### config.mk
export PLATFORM = sky130hd
export DESIGN_NAME = div_arbiter
export DESIGN_NICKNAME = d
export VERILOG_FILES = /design/src/rtl/div_arbiter_pkg.sv /design/src/rtl/div_arbiter_rr_arb2.sv /design/src/rtl/div_arbiter.sv
export SDC_FILE = /design/constraint.sdc
export NUM_CORES = 1
export LEC_CHECK = 0
export CORE_MARGIN = 4
export CORE_UTILIZATION = 44
export DETAILED_ROUTE_END_ITERATION = 8
export GPL_ROUTABILITY_DRIVEN = 0
export PLACE_DENSITY = 0.83
export SYNTH_ARGS = -nofsm -noshare
export SYNTH_HDL_FRONTEND = slang
export SYNTH_SLANG_ARGS = --single-unit
### constraint.sdc
create_clock -name clock -period 3.8 [get_ports clock]
set_input_delay 0.57 -clock clock [delete_from_list [all_inputs] [get_ports clock]]
set_output_delay 0.57 -clock clock [all_outputs]
set_load 0.05 [all_outputs]
### src/rtl/div_arbiter_pkg.sv
// Shared definitions for the two-requester divider arbiter: FSM encoding,
// default widths and the strict status-flag qualifier.
package div_arbiter_pkg;

  localparam int W_DEF   = 10;
  localparam int TMO_DEF = 63;

  typedef enum logic [1:0] {
    ST_IDLE  = 2'd0,
    ST_ISSUE = 2'd1,
    ST_WAIT  = 2'd2,
    ST_RESP  = 2'd3
  } state_t;

  // Divider flags float to Z when idle, so only a clean logic 1 counts.
  function automatic logic is_one(input logic x);
    return (x === 1'b1);
  endfunction

endpackage

### src/rtl/div_arbiter_rr_arb2.sv
// Two-way round-robin grant: a lone request always wins, a tie goes to the
// side named by the priority pointer.
module rr_arb2 (
  input  logic [1:0] req,
  input  logic       ptr,
  output logic [1:0] gnt
);

  always_comb begin
    gnt = 2'b00;
    if (req == 2'b11) gnt = ptr ? 2'b10 : 2'b01;
    else              gnt = req;
  end

endmodule

### src/rtl/div_arbiter.sv
// Shares one divider between two requesters. The sequence is
// IDLE (ack) -> ISSUE (start) -> WAIT (completion or timeout) -> RESP (done).
module div_arbiter
  import div_arbiter_pkg::*;
#(
  parameter int W   = W_DEF,
  parameter int TMO = TMO_DEF
) (
  input  logic         clock,
  input  logic         reset,
  input  logic         req0,
  input  logic         req1,
  input  logic [W-1:0] a0,
  input  logic [W-1:0] b0,
  input  logic [W-1:0] a1,
  input  logic [W-1:0] b1,
  output logic         ack0,
  output logic         ack1,
  output logic         done0,
  output logic         done1,
  output logic [W-1:0] q_out,
  output logic         dvz_out,
  output logic         ovf_out,
  output logic         tmo_out,
  output logic         arb_busy,
  output logic [W-1:0] div_a,
  output logic [W-1:0] div_b,
  output logic         div_start,
  input  logic         div_busy,
  input  logic         div_valid,
  input  logic         div_dvz,
  input  logic         div_ovf,
  input  logic [W-1:0] div_q,
  output state_t       state_dbg
);

  localparam int CW = (TMO < 1) ? 1 : $clog2(TMO + 1);

  // Handshake: reqN is a level held with stable operands until ackN; ackN is a
  // one-cycle pulse in the IDLE cycle that captures the operands; doneN is a
  // one-cycle pulse qualifying q_out and the error flags, which are 0 otherwise.

  state_t         state, state_nx;
  logic           ptr;
  logic           gid;
  logic [CW-1:0]  cnt;
  logic [CW-1:0]  cnt_inc;
  logic [W-1:0]   q_r;
  logic           dvz_r, ovf_r, tmo_r;
  logic [1:0]     gnt;
  logic           busy1, valid1, dvz1, ovf1;
  logic           complete, tmo_hit, resp, live;

  rr_arb2 u_rr (
    .req ({req1, req0}),
    .ptr (ptr),
    .gnt (gnt)
  );

  assign busy1  = is_one(div_busy);
  assign valid1 = is_one(div_valid);
  assign dvz1   = is_one(div_dvz);
  assign ovf1   = is_one(div_ovf);

  // cnt is zero only in the first WAIT cycle, where the divider has not yet
  // had a chance to raise busy, so completion is ignored there.
  assign cnt_inc  = cnt + CW'(1);
  assign complete = !busy1 && (valid1 || dvz1 || ovf1) && (cnt != '0);
  assign tmo_hit  = (cnt_inc == CW'(TMO));

  always_comb begin
    state_nx = state;
    case (state)
      ST_IDLE:  if (gnt != 2'b00) state_nx = ST_ISSUE;
      ST_ISSUE: state_nx = ST_WAIT;
      ST_WAIT:  if (complete || tmo_hit) state_nx = ST_RESP;
      ST_RESP:  state_nx = ST_IDLE;
      default:  state_nx = ST_IDLE;
    endcase
  end

  always_ff @(posedge clock) begin
    if (reset) begin
      state <= ST_IDLE;
      ptr   <= 1'b0;
      gid   <= 1'b0;
      cnt   <= '0;
      div_a <= '0;
      div_b <= '0;
      q_r   <= '0;
      dvz_r <= 1'b0;
      ovf_r <= 1'b0;
      tmo_r <= 1'b0;
    end else begin
      state <= state_nx;
      case (state)
        ST_IDLE: begin
          if (gnt != 2'b00) begin
            gid   <= gnt[1];
            div_a <= gnt[1] ? a1 : a0;
            div_b <= gnt[1] ? b1 : b0;
          end
        end
        ST_ISSUE: cnt <= '0;
        ST_WAIT: begin
          if (complete) begin
            q_r   <= valid1 ? div_q : '0;
            dvz_r <= dvz1;
            ovf_r <= ovf1;
            tmo_r <= 1'b0;
          end else if (tmo_hit) begin
            q_r   <= '0;
            dvz_r <= 1'b0;
            ovf_r <= 1'b0;
            tmo_r <= 1'b1;
          end else begin
            cnt <= cnt_inc;
          end
        end
        ST_RESP: ptr <= ~gid;
        default: ;
      endcase
    end
  end

  // Outputs are forced quiet while reset is held so an aborted transaction
  // can never leak a done pulse.
  assign live      = ~reset;
  assign resp      = live && (state == ST_RESP);
  assign ack0      = live && (state == ST_IDLE) && gnt[0];
  assign ack1      = live && (state == ST_IDLE) && gnt[1];
  assign done0     = resp && !gid;
  assign done1     = resp && gid;
  assign q_out     = resp ? q_r : '0;
  assign dvz_out   = resp && dvz_r;
  assign ovf_out   = resp && ovf_r;
  assign tmo_out   = resp && tmo_r;
  assign arb_busy  = live && (state != ST_IDLE);
  assign div_start = live && (state == ST_ISSUE);
  assign state_dbg = state;

endmodule

==> impl_metrics.tcl <==
set metrics [dict create \
    crit_path_start "reset" \
    drv_cap 0 \
    hp-start "q_r[3]$_SDFFE_PP0P_" \
    r2r-start "state_dbg[0]$_SDFFE_PP0P_" \
    vias 1898 \
    synth_edf_count 0 \
    synth_ff_type "dfxtp_1" \
    cts_resized 0 \
    drc 0 \
    syn2layout_area_growth_pct 59.9 \
    critical_path_arrival_ps 2410 \
    wl_mm 5.40 \
    synth_area_leaders "dfxtp_1, mux2i_1, a211oi_1" \
    worst-endpoint-required_ps 3230 \
    grt_max_degree 26 \
    clk_latency_ps 290 \
    cts_root_buf "clkbuf_8" \
    hpwlAfterDp_mm 4.26 \
    drtIter0Drc 98 \
    critPathBufInv 2 \
    synth_cells 224 \
    clk_pin_slew_ps 80 \
    setup_viol 0 \
    cp_max_fo 17 \
    drive_above_1_share 0.123 \
    start_util 0.470 \
    hold_depth 1 \
    via_per_inst 5.13 \
    grt_setup_unrepaired "no" \
    syn_area_per_cell_sq_um 9.38 \
    synth.most_common_cell "dfxtp_1" \
    cts-htree-levels 2 \
    synthDistinctLibCells 35 \
    slew_viol_final 0 \
    n_antenna_cell 0 \
    cts_setup_buffers 0 \
    slowest_delay_ps 710 \
    stdcell_area_sq_mm 0.00336 \
    die_w_um 77.1 \
    yosys_warnings 0 \
    cts_buffer_depth 2 \
    holdCritPathClass "reg -> reg" \
    grt_use_total 0.183 \
    startpoint_type "input port" \
    first_global_vias 1820 \
    reg2reg_depth 6 \
    syn-num-nets 289 \
    critPathKind "in -> out" \
    final_nets 382 \
    fin_tns_setup_ps 0 \
    ys_seq_area_frac 0.410 \
    fp-row-count 24 \
    grt_pass1_wl_mm 8.71 \
    drt-wirelength-per-cell_um 14.6 \
    fin_hold_ws_ps 481 \
    p_per_area_mw_per_mm2 559 \
    ioPinCount 99 \
    die-area_sq_mm 0.00595 \
    timing.rr.end "q_r[4]$_SDFFE_PP0P_" \
    fmaxAchievable_mhz 336 \
    antenna_found_initial 0 \
    cts_buffers 5 \
    ctsHoldBuffers 0 \
    final_antenna_net_count 0 \
    portBuffers 98 \
    peakVddDrop_v 0.000358 \
    outcome "finished, final reports clean" \
    reg2reg_slack_ps 1700 \
    period_needed_ps 2980 \
    crit_path_end_kind "output port" \
    post_dp_cell_area_sq_mm 0.00326 \
    synth_seq_cells 43 \
    crit_path_top_delay_cell "clkdlybuf4s50_1" \
    crit_family "simple AND/OR/NAND/NOR gates" \
    post-route-period-util 0.784 \
    netlist_area_sq_mm 0.00210 \
    cts_tree "built" \
    hold_viol 0 \
    dieHeight_um 77.1 \
    drtPass1Iterations 4 \
    path_cells "clkdlybuf4s50_1 -> nor2b_1 -> and2_1 -> buf_12" \
    core_area_sq_mm 0.00447 \
    holdPathEnd "q_r[3]$_SDFFE_PP0P_" \
    synth_top_area_frac 0.410 \
    synth-async-reset-ratio 0 \
    clock_skew_ps 4.80 \
    gr-total-overflow 0 \
    synth_top_area_cell "dfxtp_1" \
    leakagePower_nw 1.36 \
    ys_top_cells_by_count "dfxtp_1, nor2_1, a211oi_1" \
    tightest_slew_ps 701 \
    clock-sinks 43 \
    slew_headroom 0.532 \
]
cell usage in the layout, fill, tap and decap left out, drive strengths merged, types with 2 or more instances in the layout:
cell and instances:
mux2 2, nor2 32, xnor2 2, and2 15
a211oi 25, a22oi 3, nand2b 6, buf 22
a22o 10, clkdlybuf4s50 79, dfxtp 43, a221oi 2
clkbuf 8, nor2b 6, mux2i 22, nand2 5
ha 7, inv 9, a21oi 5, nor3 4
nand3 4
sequential cells by signal, indices dropped and copies added, names as in the netlist:
signal     flops
ptr            1
gid            1
tmo_r          1
div_a         10
state_dbg      2
cnt            6
ovf_r          1
q_r           10
dvz_r          1
div_b         10
how the worst max path moves through the flow:
stage               endpoint  cells past startpoint
finish              q_out[8]                      4
global route        q_out[8]                      4
CTS                 q_out[8]                      4
detailed placement  q_out[8]                      4
global placement       done1                      4
floorplan               ack0                      4
routing by layer:
layer | global-route usage | vias to the layer above | part of all wire
met4 | 0.0534 | 0 | 0.0089
li1 | - | 974 | -
met3 | 0.0808 | 4 | 0.11
met5 | 0 | - | 0
met2 | 0.312 | 81 | 0.48
met1 | 0.204 | 839 | 0.40
worst reg2reg max path: cells and delay by family (launching register included):
family	cells	cell delay, ps
flops	1	350
compound gates	2	600
buf+inv	2	250
fa+ha+maj	1	360
simple gates	1	470
through the flow:
step	instances	utilization	total power, mW	worst slack [ps]
after floorplan	224	-	1.26	1080
after global placement	362	0.729	1.56	860
after CTS	370	0.751	1.89	768
after global routing	370	0.751	2.00	612
final	370	0.751	1.88	820
after detailed placement	362	0.729	1.58	789
power breakdown:
part | switching, mW | internal, mW | total [mW] | leakage [nW]
Sequential | 0.0590 | 0.541 | 0.600 | 0.352
Combinational | 0.608 | 0.353 | 0.961 | 0.955
Clock | 0.152 | 0.166 | 0.318 | 0.0515
area by class of cell:
class	instances	area [sq um]
timing repair buffer	101	1160
multi-input combinational	157	1140
fill	313	1110
sequential	43	861
clock buffer	8	100
tap	52	65.1
inverter	9	33.8
cell families after synthesis:
family / synth area share
AO/OA/AOI/OAI: 0.190
buffers and inverters: 0.0488
AND/OR/NAND/NOR: 0.182
flip-flops: 0.410
XOR/XNOR: 0.0119
adder cells (fa/ha/maj): 0.0417
multiplexers: 0.115
No activity file was read; power rests on OpenSTA's default activity.
==> RTL change (same settings) <==
`W_DEF`: 10 -> 8.
--- a/src/rtl/div_arbiter_pkg.sv
+++ b/src/rtl/div_arbiter_pkg.sv
@@ -2,7 +2,7 @@
 // default widths and the strict status-flag qualifier.
 package div_arbiter_pkg;
 
-  localparam int W_DEF   = 10;
+  localparam int W_DEF   = 8;
   localparam int TMO_DEF = 63;
 
   typedef enum logic [1:0] {
Interface: changed (8 resized); port bits go from 99 to 83. No check against the original RTL was run, so the function may have changed too.
==> RTL change against the original RTL <==
- setup slack better by 210 ps
- sequential power is 14% lower
- area after synthesis is 14% lower
- design area is 14% lower
- global-route usage is 0.23 points lower
- maximum frequency is 7.6% higher
- register-to-register slack better by 20 ps
- via count is 9.8% lower
- wire length is 15% lower
- sequential cell count is 6 lower
- combinational power is 13% lower
- total power is 14% lower
==> RTL change: results (changes against the original RTL) <==
holdPathStages: 1  # unchanged
detail_route.iter0.violations: 60  # -39%
grt_pass1_wl_um: 7490  # -14%
insertedDiodeCount: 0  # unchanged
hold_class: "reg -> reg"
number_of_buffers_added_for_setup_after_cts: 0  # unchanged
initial_antenna_violation_count: 0  # unchanged
dp.cells: 318  # -12%
post_route_cells_drive_above_1_share_pct: 12.4  # +0.099 points
vias: 1712  # -9.8%
arrival_ps: 2200  # -210 ps
post_synth_main_area_contributors: "dfxtp_1 (41%), mux2i_1 (9.9%), a211oi_1 (7.5%)"
postCtsResizedCells: 0  # unchanged
p_leak_nw: 1.17  # -14%
number_of_nets_in_the_synthesized_netlist: 251  # -13%
dpl_cell_area_mm2: 0.00281  # -14%
maxSlewHeadroom_pct: 60.8  # +7.6 points
ff2ff_path_depth: 6  # unchanged
power.switching_uw: 715  # -13%
finalClockSkew_ps: 4.65  # -0.152 ps
synth_top_cells_by_count: "dfxtp_1 (37), nor2_1 (24), a211oi_1 (18), mux2i_1 (18), and2_1 (13)"
grt.total_usage_pct: 18.0  # -0.23 points
htree_num_levels: 2  # unchanged
clk_root_buffer_cell: "clkbuf_8"
hold_start: "ovf_r$_SDFFE_PP0P_"
drt_pre_antenna_iters: 4  # unchanged
wl_per_cell_um: 14.1  # -3.6%
yosysSeqAreaShare_pct: 40.9  # -0.068 points
synth.lib_cells_used.distinct: 36  # +2.9%
synth-async-reset-ratio_pct: 0  # unchanged
critical-path-max-stage-delay_ps: 510  # -200 ps
post-dp-hpwl_um: 3490  # -18%
reg2reg_to: "cnt[2]$_SDFFE_PP0P_"
grt_pass1_vias: 1605  # -12%
run_status: "complete, no violations"
hold_slack_ps: 463  # -18.0 ps
clock_latency_ps: 280
vdd.ir_drop.worst_mv: 0.570  # +59%
clk_transition_reported_paths_ps: 70
place.port_buffers: 82  # -16%
reg_top3: "div_a (8), div_b (8), q_r (8)"
r2r-start: "cnt[0]$_SDFFE_PP0P_"
path_max_fanout: 35  # +18
synthesis.instances: 196  # -13%
floorplan.die_area_mm2: 0.00521  # -12%
min_to: "ovf_r$_SDFFE_PP0P_"
yosys_warnings: 0  # unchanged
ff2ff_setup_slack_ps: 1720  # +20 ps
tritoncts.num_buffers: 5  # unchanged
maximum_number_of_pins_on_one_net_before_global_route_repair: 36  # +38%
dp_worst_setup_slack_ps: 991  # +202 ps
crit_slowest_cell: "nor2b_1"
cts.path.max_buffers: 2  # unchanged
final-instance-count-excl-fill: 325  # -12%
RTL change: layout make-up:
class	instances	area, um^2
clock inverters	1	7.51
well taps	50	62.6
inverters	7	26.3
clock buffers	6	82.6
fillers	311	1100
multi-input cells	139	997
repair buffers	85	981
flip-flops and latches	37	741
RTL change: metal layers:
layer	vias up	part of all wire [%]	global-route usage, %
met1	799	44	23.8
li1	868	-	-
met2	38	51	29.7
met5	-	0	0
met4	0	1.7	6.89
met3	7	3.9	2.63
RTL change: worst max-delay path: cells and delay by family:
kind	cells	cell delay (ps)
buf+inv	3	840
simple gates	2	780
RTL change: cells by family (layout without fill, tap and decap cells):
logic type,Yosys count,after routing,share of synthesized area (%)
simple gates,63,63,18.2
buf+inv,20,99,4.42
fa+ha+maj,7,7,4.83
compound gates,49,49,20.8
xor+xnor,2,2,0.967
mux,18,18,9.94
flops,37,37,40.9
RTL change: power by group through the flow:
stage	Sequential (mW)	Clock, mW	Combinational (mW)
floorplan	0.742	0	0.333
global placement	0.518	0	0.819
detailed placement	0.522	0	0.833
CTS	0.514	0.283	0.839
global route	0.527	0.303	0.900
finish	0.515	0.274	0.835
RTL change: worst max-delay path by stage:
stage	startpoint	end	slack, ps	depth (start not counted)
floorplan	state_dbg[0]$_SDFFE_PP0P_	ack0	1080	4
global placement	reset	done0	1030	5
detailed placement	reset	q_out[7]	990	5
CTS	reset	q_out[7]	990	5
global route	reset	dvz_out	910	5
finish	reset	q_out[7]	1030	5
RTL change: stage by stage:
stage | utilization [%] | power, mW
final | 72.4 | 1.62
after global routing | 72.4 | 1.73
after CTS | 72.4 | 1.64
after detailed placement | 70.2 | 1.35
after global placement | 70.2 | 1.34
after floorplan | - | 1.08
